[config.mk]
export PLATFORM = sky130hd
export DESIGN_NAME = ps2_param_entry_ctrl_flat
export DESIGN_NICKNAME = d
export VERILOG_FILES = /design/src/rtl/ps2_scancode_pkg.sv /design/src/rtl/ps2_param_entry_ctrl_if.sv /design/src/rtl/ps2_scancode_decode.sv /design/src/rtl/ps2_param_entry_ctrl.sv /design/src/flat_wrapper.sv
export SDC_FILE = /design/constraint.sdc
export NUM_CORES = 1
export LEC_CHECK = 0
export CAP_MARGIN = 20
export CORE_MARGIN = 3
export CORE_UTILIZATION = 50
export CTS_CLUSTER_DIAMETER = 150
export DETAILED_ROUTE_END_ITERATION = 16
export GPL_ROUTABILITY_DRIVEN = 1
export GPL_TIMING_DRIVEN = 0
export PLACE_DENSITY = 0.71
export SYNTH_ARGS = -nofsm -noshare
export SYNTH_HDL_FRONTEND = slang
export SYNTH_SLANG_ARGS = --single-unit
[constraint.sdc]
create_clock -name CLOCK_50 -period 6.55 [get_ports CLOCK_50]
set_input_delay 0.9825 -clock CLOCK_50 [delete_from_list [all_inputs] [get_ports CLOCK_50]]
set_output_delay 0.9825 -clock CLOCK_50 [all_outputs]
set_load 0.03 [all_outputs]
[src/rtl/ps2_scancode_pkg.sv]
// Shared PS/2 set-2 scancode constants, entry FSM encoding and BCD helpers for the
// parameter-entry controller.
package ps2_scancode_pkg;

  localparam logic [7:0] SC_BREAK = 8'hF0;
  localparam logic [7:0] SC_EXT   = 8'hE0;
  localparam logic [7:0] SC_ENTER = 8'h5A;
  localparam logic [7:0] SC_BKSP  = 8'h66;
  localparam logic [7:0] SC_ESC   = 8'h76;

  // Indexed by digit value.
  localparam logic [7:0] SC_DIGIT [10] = '{
    8'h45, 8'h16, 8'h1E, 8'h26, 8'h25, 8'h2E, 8'h36, 8'h3D, 8'h3E, 8'h46
  };
  localparam logic [7:0] SC_KP_DIGIT [10] = '{
    8'h70, 8'h69, 8'h72, 8'h7A, 8'h6B, 8'h73, 8'h74, 8'h6C, 8'h75, 8'h7D
  };

  typedef enum logic [1:0] {
    S_MAKE,
    S_BREAK,
    S_EXT,
    S_EXT_BREAK
  } ps2_state_e;

  typedef logic [3:0] bcd_digit_t;

  // Up to four BCD digits, least significant digit in [3:0].
  function automatic int unsigned bcd_to_bin(input logic [15:0] bcd);
    int unsigned acc;
    acc = 0;
    for (int i = 3; i >= 0; i--) begin
      acc = acc * 32'd10 + 32'(bcd[4*i +: 4]);
    end
    return acc;
  endfunction

endpackage

[src/rtl/ps2_param_entry_ctrl_if.sv]
// Byte stream from the PS/2 receiver and the committed-parameter / display outputs.
interface ps2_param_entry_ctrl_if #(
  parameter int unsigned NUM_DIGITS = 3,
  parameter int unsigned VALUE_W    = 10
);
  logic [7:0]              received_data;
  logic                    received_data_en;
  logic [VALUE_W-1:0]      param_value;
  logic                    param_valid;
  logic                    entry_error;
  logic [4*NUM_DIGITS-1:0] entry_bcd;
  logic [2:0]              digit_count;
  logic                    entry_active;

  modport master (
    output received_data, received_data_en,
    input  param_value, param_valid, entry_error, entry_bcd, digit_count, entry_active
  );

  modport slave (
    input  received_data, received_data_en,
    output param_value, param_valid, entry_error, entry_bcd, digit_count, entry_active
  );
endinterface

[src/rtl/ps2_scancode_decode.sv]
// Combinational make-code classifier. Define PS2_KEYPAD_EN to accept keypad digits and
// keypad Enter (E0 5A).
module ps2_scancode_decode
  import ps2_scancode_pkg::*;
(
  input  logic [7:0] code_i,
  input  logic       ext_i,
  output logic       is_digit_o,
  output bcd_digit_t digit_o,
  output logic       is_enter_o,
  output logic       is_bksp_o,
  output logic       is_esc_o
);

  always_comb begin
    is_digit_o = 1'b0;
    digit_o    = '0;
    is_enter_o = 1'b0;
    is_bksp_o  = 1'b0;
    is_esc_o   = 1'b0;
    if (!ext_i) begin
      for (int i = 0; i < 10; i++) begin
        if (code_i == SC_DIGIT[i]) begin
          is_digit_o = 1'b1;
          digit_o    = bcd_digit_t'(i);
        end
`ifdef PS2_KEYPAD_EN
        if (code_i == SC_KP_DIGIT[i]) begin
          is_digit_o = 1'b1;
          digit_o    = bcd_digit_t'(i);
        end
`endif
      end
      is_enter_o = (code_i == SC_ENTER);
      is_bksp_o  = (code_i == SC_BKSP);
      is_esc_o   = (code_i == SC_ESC);
    end
`ifdef PS2_KEYPAD_EN
    else begin
      is_enter_o = (code_i == SC_ENTER);
    end
`endif
  end

endmodule

[src/rtl/ps2_param_entry_ctrl.sv]
// PS/2 keyboard decimal entry controller: buffers digits, commits range-checked values on
// Enter and abandons idle entries. Optional keypad support via PS2_KEYPAD_EN.
module ps2_param_entry_ctrl #(
  parameter int unsigned NUM_DIGITS     = 3,
  parameter int unsigned VALUE_W        = 10,
  parameter int unsigned MAX_VALUE      = 999,
  parameter int unsigned DEFAULT_VALUE  = 0,
  parameter int unsigned TIMEOUT_CYCLES = 250000000
) (
  input logic                   CLOCK_50,
  input logic                   reset,
  ps2_param_entry_ctrl_if.slave bus
);
  import ps2_scancode_pkg::*;

  localparam int unsigned BcdW = 4 * NUM_DIGITS;

  ps2_state_e         state_q, state_d;
  logic [BcdW-1:0]    bcd_q, bcd_d;
  logic [2:0]         count_q, count_d;
  logic [VALUE_W-1:0] value_q, value_d;
  logic               valid_q, valid_d;
  logic               error_q, error_d;
  logic               active_q, active_d;
  logic [31:0]        tmo_q, tmo_d;

  logic        is_digit, is_enter, is_bksp, is_esc, key_ok;
  bcd_digit_t  digit;
  int unsigned entry_val;

  ps2_scancode_decode u_decode (
    .code_i     (bus.received_data),
    .ext_i      (state_q == S_EXT),
    .is_digit_o (is_digit),
    .digit_o    (digit),
    .is_enter_o (is_enter),
    .is_bksp_o  (is_bksp),
    .is_esc_o   (is_esc)
  );

  // Unused upper digits are always zero, so the full buffer converts directly.
  assign entry_val = bcd_to_bin(16'(bcd_q));

  always_comb begin
    state_d = state_q;
    bcd_d   = bcd_q;
    count_d = count_q;
    value_d = value_q;
    valid_d = 1'b0;
    error_d = 1'b0;
    tmo_d   = tmo_q;
    key_ok  = 1'b0;
    if (bus.received_data_en) begin
      tmo_d = '0;
      unique case (state_q)
        S_MAKE: begin
          if (bus.received_data == SC_BREAK)    state_d = S_BREAK;
          else if (bus.received_data == SC_EXT) state_d = S_EXT;
          else                                  key_ok  = 1'b1;
        end
        S_EXT: begin
          if (bus.received_data == SC_BREAK) begin
            state_d = S_EXT_BREAK;
          end else begin
            key_ok  = 1'b1;
            state_d = S_MAKE;
          end
        end
        default: state_d = S_MAKE;
      endcase
      if (key_ok) begin
        if (is_digit) begin
          if (count_q < 3'(NUM_DIGITS)) begin
            bcd_d   = (bcd_q << 4) | BcdW'(digit);
            count_d = count_q + 3'd1;
          end
        end else if (is_bksp) begin
          if (count_q != 3'd0) begin
            bcd_d   = bcd_q >> 4;
            count_d = count_q - 3'd1;
          end
        end else if (is_esc) begin
          bcd_d   = '0;
          count_d = '0;
        end else if (is_enter && count_q != 3'd0) begin
          if (entry_val > MAX_VALUE) begin
            error_d = 1'b1;
          end else begin
            value_d = VALUE_W'(entry_val);
            valid_d = 1'b1;
          end
          bcd_d   = '0;
          count_d = '0;
        end
      end
    end else if (count_q != 3'd0 && TIMEOUT_CYCLES != 0) begin
      if (tmo_q == TIMEOUT_CYCLES - 1) begin
        bcd_d   = '0;
        count_d = '0;
        tmo_d   = '0;
      end else begin
        tmo_d = tmo_q + 32'd1;
      end
    end else begin
      tmo_d = '0;
    end
    active_d = (count_d != 3'd0);
  end

  always_ff @(posedge CLOCK_50) begin
    if (reset) begin
      state_q  <= S_MAKE;
      bcd_q    <= '0;
      count_q  <= '0;
      value_q  <= VALUE_W'(DEFAULT_VALUE);
      valid_q  <= 1'b0;
      error_q  <= 1'b0;
      active_q <= 1'b0;
      tmo_q    <= '0;
    end else begin
      state_q  <= state_d;
      bcd_q    <= bcd_d;
      count_q  <= count_d;
      value_q  <= value_d;
      valid_q  <= valid_d;
      error_q  <= error_d;
      active_q <= active_d;
      tmo_q    <= tmo_d;
    end
  end

  assign bus.param_value  = value_q;
  assign bus.param_valid  = valid_q;
  assign bus.entry_error  = error_q;
  assign bus.entry_bcd    = bcd_q;
  assign bus.digit_count  = count_q;
  assign bus.entry_active = active_q;

endmodule

[src/flat_wrapper.sv]
// flat-port wrapper written by rule: the top's interface ports become plain ports
module ps2_param_entry_ctrl_flat import ps2_scancode_pkg::*;
#(
  parameter int unsigned NUM_DIGITS     = 3,
  parameter int unsigned VALUE_W        = 10,
  parameter int unsigned MAX_VALUE      = 999,
  parameter int unsigned DEFAULT_VALUE  = 0,
  parameter int unsigned TIMEOUT_CYCLES = 250000000
)
  (CLOCK_50, reset, bus_received_data, bus_received_data_en, bus_param_value, bus_param_valid, bus_entry_error, bus_entry_bcd, bus_digit_count, bus_entry_active);
  ps2_param_entry_ctrl_if #(.NUM_DIGITS(NUM_DIGITS), .VALUE_W(VALUE_W)) bus_i ();
  input logic CLOCK_50;
  input logic reset;
  input wire logic [$bits(bus_i.received_data)-1:0] bus_received_data;
  input wire logic [$bits(bus_i.received_data_en)-1:0] bus_received_data_en;
  output wire logic [$bits(bus_i.param_value)-1:0] bus_param_value;
  output wire logic [$bits(bus_i.param_valid)-1:0] bus_param_valid;
  output wire logic [$bits(bus_i.entry_error)-1:0] bus_entry_error;
  output wire logic [$bits(bus_i.entry_bcd)-1:0] bus_entry_bcd;
  output wire logic [$bits(bus_i.digit_count)-1:0] bus_digit_count;
  output wire logic [$bits(bus_i.entry_active)-1:0] bus_entry_active;
  assign bus_i.received_data = bus_received_data;
  assign bus_i.received_data_en = bus_received_data_en;
  assign bus_param_value = bus_i.param_value;
  assign bus_param_valid = bus_i.param_valid;
  assign bus_entry_error = bus_i.entry_error;
  assign bus_entry_bcd = bus_i.entry_bcd;
  assign bus_digit_count = bus_i.digit_count;
  assign bus_entry_active = bus_i.entry_active;
  ps2_param_entry_ctrl #(.NUM_DIGITS(NUM_DIGITS), .VALUE_W(VALUE_W), .MAX_VALUE(MAX_VALUE), .DEFAULT_VALUE(DEFAULT_VALUE), .TIMEOUT_CYCLES(TIMEOUT_CYCLES)) u_core (.CLOCK_50(CLOCK_50), .reset(reset), .bus(bus_i));
endmodule
==> flow_metrics.tcl, run 1 <==
set metrics [dict create \
    mappedNetlistNets 547 \
    worst_pin_slew_ps 729 \
    worst_endpoint_required_time_ps 6810 \
    rsz0062_at_grt "false" \
    synth_sequential_area_ratio_pct 28.3 \
    placement.io_buffers 37 \
    final_min_period_over_clock_period_pct 72.2 \
    netlist-cell-type-count 80 \
    fp.dieH_um 99.7 \
    netlist_top_cells_count "64 x sky130_fd_sc_hd__nor2_1, 62 x sky130_fd_sc_hd__dfxtp_1, 32 x sky130_fd_sc_hd__nand2_1" \
    vias 3918 \
    placed_area_um2 4890 \
    synth.yosys.warnings 0 \
    mappedNetlistArea_um2 4390 \
    post_route_cells_drive_above_1_share_pct 10.3 \
    setup_total_negative_slack_ps 0 \
    tritoncts_clock_tree "yes" \
    postRouteAntennaNets 0 \
    synth_flop_cell "sky130_fd_sc_hd__dfxtp_1" \
    timing.final.setup_violations 0 \
    number_of_enable_flip_flop_cells_after_synthesis 0 \
    stdcell_area_um2 5080 \
    total_count_of_max_transition_violations_in_the_final_report 0 \
    hold_path_end "u_core.tmo_q[0]$_SDFF_PP0_" \
    ys_seq_elements 62 \
    cell_types_with_the_largest_area_share_after_synthesis "sky130_fd_sc_hd__dfxtp_1 28%, sky130_fd_sc_hd__ha_1 8.0%, sky130_fd_sc_hd__nor2_1 5.5%, sky130_fd_sc_hd__xnor2_1 4.8%, sky130_fd_sc_hd__xor2_1 4.4%" \
    netlist.area_leader.share_pct 28.3 \
    clkSinkCount 62 \
    cp.arrival_ps 4990 \
    timing.final.hold_violations 0 \
    grt.total_usage_pct 22.2 \
    yosysTopAreaCell "sky130_fd_sc_hd__dfxtp_1" \
    slew-limit-headroom_pct 51.4 \
    routabilityCongestion 0.868 \
    detailedRoute.firstPassIterationCount 5 \
    leakagePower_nw 1.84 \
    drt_iter0_markers 324 \
    hpwl_dp_mm 7.97 \
    final_net_count 595 \
    timing.clock.skew_ps 8.71 \
    area_delta_synth_final_pct 15.7 \
    io_pins 39 \
    core_region_um2 8380 \
    cts_root_buffer "sky130_fd_sc_hd__clkbuf_8" \
    worstSetupStartpointType "register" \
    postSynthAreaPerCell_um2 8.71 \
    outcome "complete, no violations" \
    htreeDepth 3 \
    period_needed_ps 4730 \
    min_delay_path_depth 1 \
    combPwrFrac_pct 9.7 \
    ctsLongestPathBuffers 2 \
    final_core_util_pct 60.6 \
    post-cts-setup-buffer-count 0 \
    initial_utilization_pct 52.4 \
    antenna_found_initial 0 \
    fmax_mhz 211 \
    post_cts_sizing 0 \
    detail_route.wirelength_mm 10.6 \
    worst_setup_path_end_kind "register" \
    insertedDiodeCount 0 \
    power.density_cell_area_nw_per_um2 156 \
    fp.dieArea_um2 9940 \
    clkPwrFrac_pct 42.0 \
    path_clk_slew_ps 70 \
    hold_slack_ps 451 \
    timing.hold.worst.start "u_core.tmo_q[0]$_SDFF_PP0_" \
    irDropWorstVdd_uv 102 \
    clkLatencyLatePin_ps 350 \
    max_cap_violations 0 \
    grt_max_degree 11 \
    worst_hold_path_type "reg2reg" \
    yosysMostFrequentCell "sky130_fd_sc_hd__nor2_1" \
    fillCellCount 765 \
    critical_path_peak_fanout 8 \
    avgViaCountPerCell 5.93 \
    criticalPathCategory "reg2reg" \
    layout_cells_excl_fill 661 \
    die_w_um 99.7 \
    grt.overflow.total 0 \
    core.rowCount 33 \
    netSwitchingPower_uw 200 \
    numPlacedInstances 646 \
    intPower_uw 593 \
    share_of_synthesized_flip_flops_with_an_asynchronous_set_or_reset_pct 0 \
    sequentialPowerShare_pct 48.3 \
    worst_r2r_path_depth 13 \
    swShare_pct 25.2 \
    reg2reg_setup_slack_ps 1820 \
    postCtsHoldBufs 0 \
    numCtsBuffers 9 \
    detail_route.drc_violations 0 \
    routed_wire_length_per_instance_um 16.0 \
    r2r-end "u_core.bus.param_value[2]$_SDFFE_PP0P_" \
    timing.rr.start "u_core.bus.entry_bcd[11]$_SDFFE_PP0P_" \
    grt_first_pass_wirelength_mm 18.3 \
    grt_pass1_vias 3816 \
    synthesis.instances 504 \
]
-- flip-flops by register name, summed over array words and instances (netlist names) --
name                     cells
u_core.tmo_q                32
u_core.bus.entry_bcd        12
u_core.bus.param_value      10
u_core.bus.digit_count       3
u_core.state_q               2
u_core.bus.entry_active      1
u_core.bus.entry_error       1
u_core.bus.param_valid       1
-- critical path: stages (launching register included) --
cell                        delay, ps
sky130_fd_sc_hd__dfxtp_1          490
sky130_fd_sc_hd__ha_1             300
sky130_fd_sc_hd__ha_1             220
sky130_fd_sc_hd__fa_1             550
sky130_fd_sc_hd__nand2_1          110
sky130_fd_sc_hd__nor4_1           480
sky130_fd_sc_hd__ha_1             330
sky130_fd_sc_hd__ha_1             360
sky130_fd_sc_hd__inv_1            100
sky130_fd_sc_hd__o41ai_1          420
sky130_fd_sc_hd__nor2_1           190
sky130_fd_sc_hd__a2111oi_4        680
sky130_fd_sc_hd__nor3_4           150
sky130_fd_sc_hd__a211oi_2         250
-- power by group through the flow --
| stage | logic [mW] | registers (mW) | clock network [mW] |
|---|---|---|---|
| after floorplan | 0.0486 | 0.394 | 0 |
| after global placement | 0.0747 | 0.392 | 0 |
| after detailed placement | 0.0758 | 0.392 | 0 |
| after CTS | 0.0764 | 0.383 | 0.341 |
| after global routing | 0.0841 | 0.383 | 0.354 |
| final | 0.0771 | 0.383 | 0.333 |
-- metal layers --
layer,track usage (%),part of all wire (%)
met1,28.9,47
met2,37.4,48
met3,4.14,4.2
met4,6.30,0.98
met5,0,0
-- cells in the final DEF, fill, tap and decap left out, types with 4 or more instances in the layout --
| cell | netlist | final |
|---|---|---|
| sky130_fd_sc_hd__nor2_1 | 64 | 64 |
| sky130_fd_sc_hd__dfxtp_1 | 62 | 62 |
| sky130_fd_sc_hd__clkdlybuf4s50_1 | 0 | 37 |
| sky130_fd_sc_hd__nand2_1 | 32 | 32 |
| sky130_fd_sc_hd__a21oi_1 | 28 | 28 |
| sky130_fd_sc_hd__ha_1 | 28 | 28 |
| sky130_fd_sc_hd__xnor2_1 | 24 | 24 |
| sky130_fd_sc_hd__xor2_1 | 22 | 22 |
| sky130_fd_sc_hd__nand3_1 | 22 | 22 |
| sky130_fd_sc_hd__nand2b_1 | 13 | 13 |
| sky130_fd_sc_hd__nand4_1 | 12 | 12 |
| sky130_fd_sc_hd__clkbuf_1 | 11 | 12 |
| sky130_fd_sc_hd__inv_1 | 11 | 11 |
| sky130_fd_sc_hd__a211oi_2 | 10 | 10 |
| sky130_fd_sc_hd__clkbuf_8 | 0 | 10 |
| sky130_fd_sc_hd__nor3_1 | 9 | 9 |
| sky130_fd_sc_hd__o21ai_0 | 8 | 8 |
| sky130_fd_sc_hd__and4_1 | 8 | 8 |
| sky130_fd_sc_hd__and2_1 | 7 | 7 |
| sky130_fd_sc_hd__a31oi_1 | 7 | 7 |
| sky130_fd_sc_hd__a22oi_1 | 7 | 7 |
| sky130_fd_sc_hd__a21o_1 | 6 | 6 |
| sky130_fd_sc_hd__nor2b_1 | 6 | 6 |
| sky130_fd_sc_hd__o31ai_1 | 6 | 6 |
| sky130_fd_sc_hd__nor4_1 | 5 | 5 |
| sky130_fd_sc_hd__a211oi_1 | 5 | 5 |
| sky130_fd_sc_hd__and3_1 | 5 | 5 |
| sky130_fd_sc_hd__buf_2 | 4 | 4 |
| sky130_fd_sc_hd__nor4b_1 | 4 | 4 |
| sky130_fd_sc_hd__fa_1 | 4 | 4 |
-- worst max-delay path by stage --
stage	slack (ps)	end	depth (start not counted)	startpoint
global placement	1870	u_core.bus.param_value[2]$_SDFFE_PP0P_	13	u_core.bus.entry_bcd[11]$_SDFFE_PP0P_
CTS	1800	u_core.bus.param_value[2]$_SDFFE_PP0P_	13	u_core.bus.entry_bcd[11]$_SDFFE_PP0P_
floorplan	2190	u_core.bus.param_value[2]$_SDFFE_PP0P_	15	u_core.bus.entry_bcd[11]$_SDFFE_PP0P_
global route	1390	u_core.bus.param_value[5]$_SDFFE_PP0P_	17	u_core.bus.entry_bcd[11]$_SDFFE_PP0P_
finish	1820	u_core.bus.param_value[2]$_SDFFE_PP0P_	13	u_core.bus.entry_bcd[11]$_SDFFE_PP0P_
detailed placement	1830	u_core.bus.param_value[2]$_SDFFE_PP0P_	13	u_core.bus.entry_bcd[11]$_SDFFE_PP0P_
-- kinds of logic (layout without fill, tap and decap cells) --
kind of cell               after synthesis  count (layout)  share of synthesized area (%)
and+or+nand+nor                        212             212                           26.4
AOI/OAI and AO/OA                      113             113                           21.0
DFF                                     62              62                           28.3
xor gates and xnor gates                47              47                           9.69
buffers and inverters                   34              86                           3.79
adders and majority gates               32              32                           9.81
muxes                                    4               4                           1.05
-- through the flow --
| stage | power [mW] | setup WS [ps] |
|---|---|---|
| 2_1_floorplan | 0.443 | 2190 |
| 3_3_place_gp | 0.466 | 1870 |
| 3_5_place_dp | 0.468 | 1830 |
| 4_1_cts | 0.801 | 1800 |
| 5_1_grt | 0.821 | 1390 |
| 6_report | 0.793 | 1820 |
-- area by class of cell --
| class | count | area, um2 | area share [%] |
|---|---|---|---|
| multi-input cells | 408 | 2980 | 58.7 |
| flip-flops and latches | 62 | 1240 | 24.4 |
| repair buffers | 37 | 370 | 7.29 |
| clock buffers | 11 | 141 | 2.78 |
| well taps | 105 | 131 | 2.59 |
| plain buffers | 23 | 125 | 2.46 |
| clock inverters | 4 | 47.5 | 0.936 |
| inverters | 11 | 41.3 | 0.813 |
Note: power is estimated with default switching activity, not from simulation.
==> run 2: changes to the inputs <==
--- a/config.mk
+++ b/config.mk
@@ -12,7 +12,7 @@
 export DETAILED_ROUTE_END_ITERATION = 16
 export GPL_ROUTABILITY_DRIVEN = 1
 export GPL_TIMING_DRIVEN = 0
-export PLACE_DENSITY = 0.71
+export PLACE_DENSITY = 0.73
 export SYNTH_ARGS = -nofsm -noshare
 export SYNTH_HDL_FRONTEND = slang
 export SYNTH_SLANG_ARGS = --single-unit
==> constraint.sdc (replaced) <==
create_clock -name CLOCK_50 -period 4.1 [get_ports CLOCK_50]
set_input_delay 0.615 -clock CLOCK_50 [delete_from_list [all_inputs] [get_ports CLOCK_50]]
set_output_delay 0.615 -clock CLOCK_50 [all_outputs]
set_load 0.03 [all_outputs]
==> flow_metrics.tcl, run 2 (same netlist as run 1, synthesis figures left out) <==
set metrics [dict create \
    detail_route.drc_violations 0 \
    worst_endpoint_required_time_ps 4290 \
    final_net_count 618 \
    worst_pin_slew_ps 749 \
    critical_path_peak_fanout 8 \
    grt_max_degree 12 \
    path_clk_slew_ps 70 \
    timing.final.ws_setup_ps -39.5 \
    initial_utilization_pct 52.4 \
    routed_wire_length_per_instance_um 17.7 \
    slew-limit-headroom_pct 50.1 \
    netSwitchingPower_uw 334 \
    swShare_pct 26.2 \
    area_delta_synth_final_pct 30.8 \
    numCtsBuffers 9 \
    worst_hold_path_type "reg2reg" \
    leakagePower_nw 2.04 \
    grt.overflow.total 0 \
    power.density_cell_area_nw_per_um2 223 \
    period_needed_ps 4140 \
    stdcell_area_um2 5740 \
    worstSetupStartpointType "register" \
    intPower_uw 943 \
    most_used_cell_cp "sky130_fd_sc_hd__ha_4" \
    fmax_mhz 242 \
    critical_path.slowest_cell "sky130_fd_sc_hd__fa_2" \
    placement.io_buffers 37 \
    postRouteAntennaNets 0 \
    grt.total_usage_pct 23.7 \
    vias 4151 \
    ctsLongestPathBuffers 2 \
    avgViaCountPerCell 6.06 \
    irDropWorstVdd_uv 270 \
    insertedDiodeCount 0 \
    worst_setup_path_end_kind "register" \
    timing.critical_path.max_delay_family "adder cells" \
    htreeDepth 3 \
    routabilityCongestion 0.888 \
    outcome "finished, violations left" \
    post_route_cells_drive_above_1_share_pct 24.0 \
    final_core_util_pct 68.5 \
    number_of_flip_flops_under_the_largest_register_name 32 \
    max_stage_delay_ps 620 \
    cp.arrival_ps 4330 \
    hpwl_dp_mm 7.86 \
    timing.clock.skew_ps 10.3 \
    tritoncts_clock_tree "yes" \
    postCtsHoldBufs 0 \
    largest-register "u_core.tmo_q" \
    final_min_period_over_clock_period_pct 101 \
    total_count_of_max_transition_violations_in_the_final_report 0 \
    placed_area_um2 4910 \
    rsz0062_at_grt "true" \
    max_cap_violations 0 \
    path_cells "ha_2 > ha_4 > xor2_2 > ha_1 > ha_4 > fa_2 > and4b_1 > a211oi_1 > a21oi_1 > o31ai_2 > buf_4 > a2111oi_4 > buf_6 > nor3_4 > a211oi_2" \
    reg2reg_setup_slack_ps -40 \
    clkPwrFrac_pct 41.1 \
    most_common_cell_after_layout_fill_and_taps_aside "sky130_fd_sc_hd__nor2_1" \
    clkLatencyLatePin_ps 350 \
    failing_checks "setup timing" \
    die_w_um 99.7 \
    timing.final.setup_violations 4 \
    core_region_um2 8380 \
    criticalPathCategory "reg2reg" \
    sequentialPowerShare_pct 47.8 \
    grt_first_pass_wirelength_mm 19.4 \
    detail_route.wirelength_mm 12.1 \
    cts_root_buffer "sky130_fd_sc_hd__clkbuf_8" \
    detailedRoute.firstPassIterationCount 4 \
    path_buf_inv 2 \
    grt_pass1_vias 4014 \
    io_pins 39 \
    antenna_found_initial 0 \
    most_used_cells_in_the_layout_excluding_fill_and_tap_cells "61 x sky130_fd_sc_hd__nor2_1, 56 x sky130_fd_sc_hd__dfxtp_1, 37 x sky130_fd_sc_hd__clkdlybuf4s50_1" \
    total_power_mw 1.28 \
    fp.dieH_um 99.7 \
    timing.final.hold_violations 0 \
    fp.dieArea_um2 9940 \
    clkSinkCount 62 \
    core.rowCount 33 \
    combPwrFrac_pct 11.1 \
    drt_iter0_markers 242 \
    fillCellCount 652 \
]
run 2: changes by cell type in the layout (fill, tap and decap cells not counted), sizes merged:
cell	previous run	this run
clkbuf	22	20
buf	12	36
clkinv	2	3
inv	11	12
run 2: per-stage QoR:
stage | hold WS, ps | setup TNS, ps | setup slack [ps] | instances
floorplan | 418 | 0 | 6.80 | 504
global placement | 430 | -3760 | -410 | 646
detailed placement | 444 | -4080 | -408 | 646
CTS | 463 | 0 | 1.39 | 673
global route | 511 | -2700 | -299 | 685
finish | 463 | -85.8 | -39.5 | 685
run 2: timing repair:
action                     in CTS  in global routing
setup endpoints to repair      12                 11
setup buffers                  12                 11
gates resized for setup        54                 28
pin swaps                      22                 40
cloned                          0                  1
run 2: cell type report:
| type | instances | area (um2) | share of cell area, % |
|---|---|---|---|
| clock inverter | 6 | 61.3 | 1.07 |
| clock buffer | 10 | 128 | 2.22 |
| buffer | 22 | 131 | 2.29 |
| timing repair buffer | 61 | 554 | 9.66 |
| tap | 105 | 131 | 2.29 |
| multi-input combinational | 408 | 3430 | 59.8 |
| sequential | 62 | 1260 | 21.9 |
| inverter | 11 | 43.8 | 0.763 |
run 2: path summary, 6_finish.rpt:
check,startpoint,end,cells past startpoint
min,u_core.tmo_q[0]$_SDFF_PP0_,u_core.tmo_q[0]$_SDFF_PP0_,1
max reg2reg,u_core.bus.entry_bcd[10]$_SDFFE_PP0P_,u_core.bus.param_value[8]$_SDFFE_PP0P_,15
max,u_core.bus.entry_bcd[10]$_SDFFE_PP0P_,u_core.bus.param_value[8]$_SDFFE_PP0P_,15
min reg2reg,u_core.tmo_q[0]$_SDFF_PP0_,u_core.tmo_q[0]$_SDFF_PP0_,1
run 2: power by group through the flow:
stage	registers (mW)	clock network, mW	logic [mW]
3_3_place_gp	0.624	0	0.120
5_1_grt	0.611	0.564	0.152
4_1_cts	0.610	0.534	0.129
6_report	0.611	0.525	0.141
2_1_floorplan	0.628	0	0.0777
3_5_place_dp	0.624	0	0.121
run 2: metal layers:
layer	up-vias	routed length, um	track usage, %
met5	-	0	0
met4	0	188	4.73
met3	25	696	5.19
met2	129	6230	41.7
met1	2003	4990	29.7
li1	1994	-	-
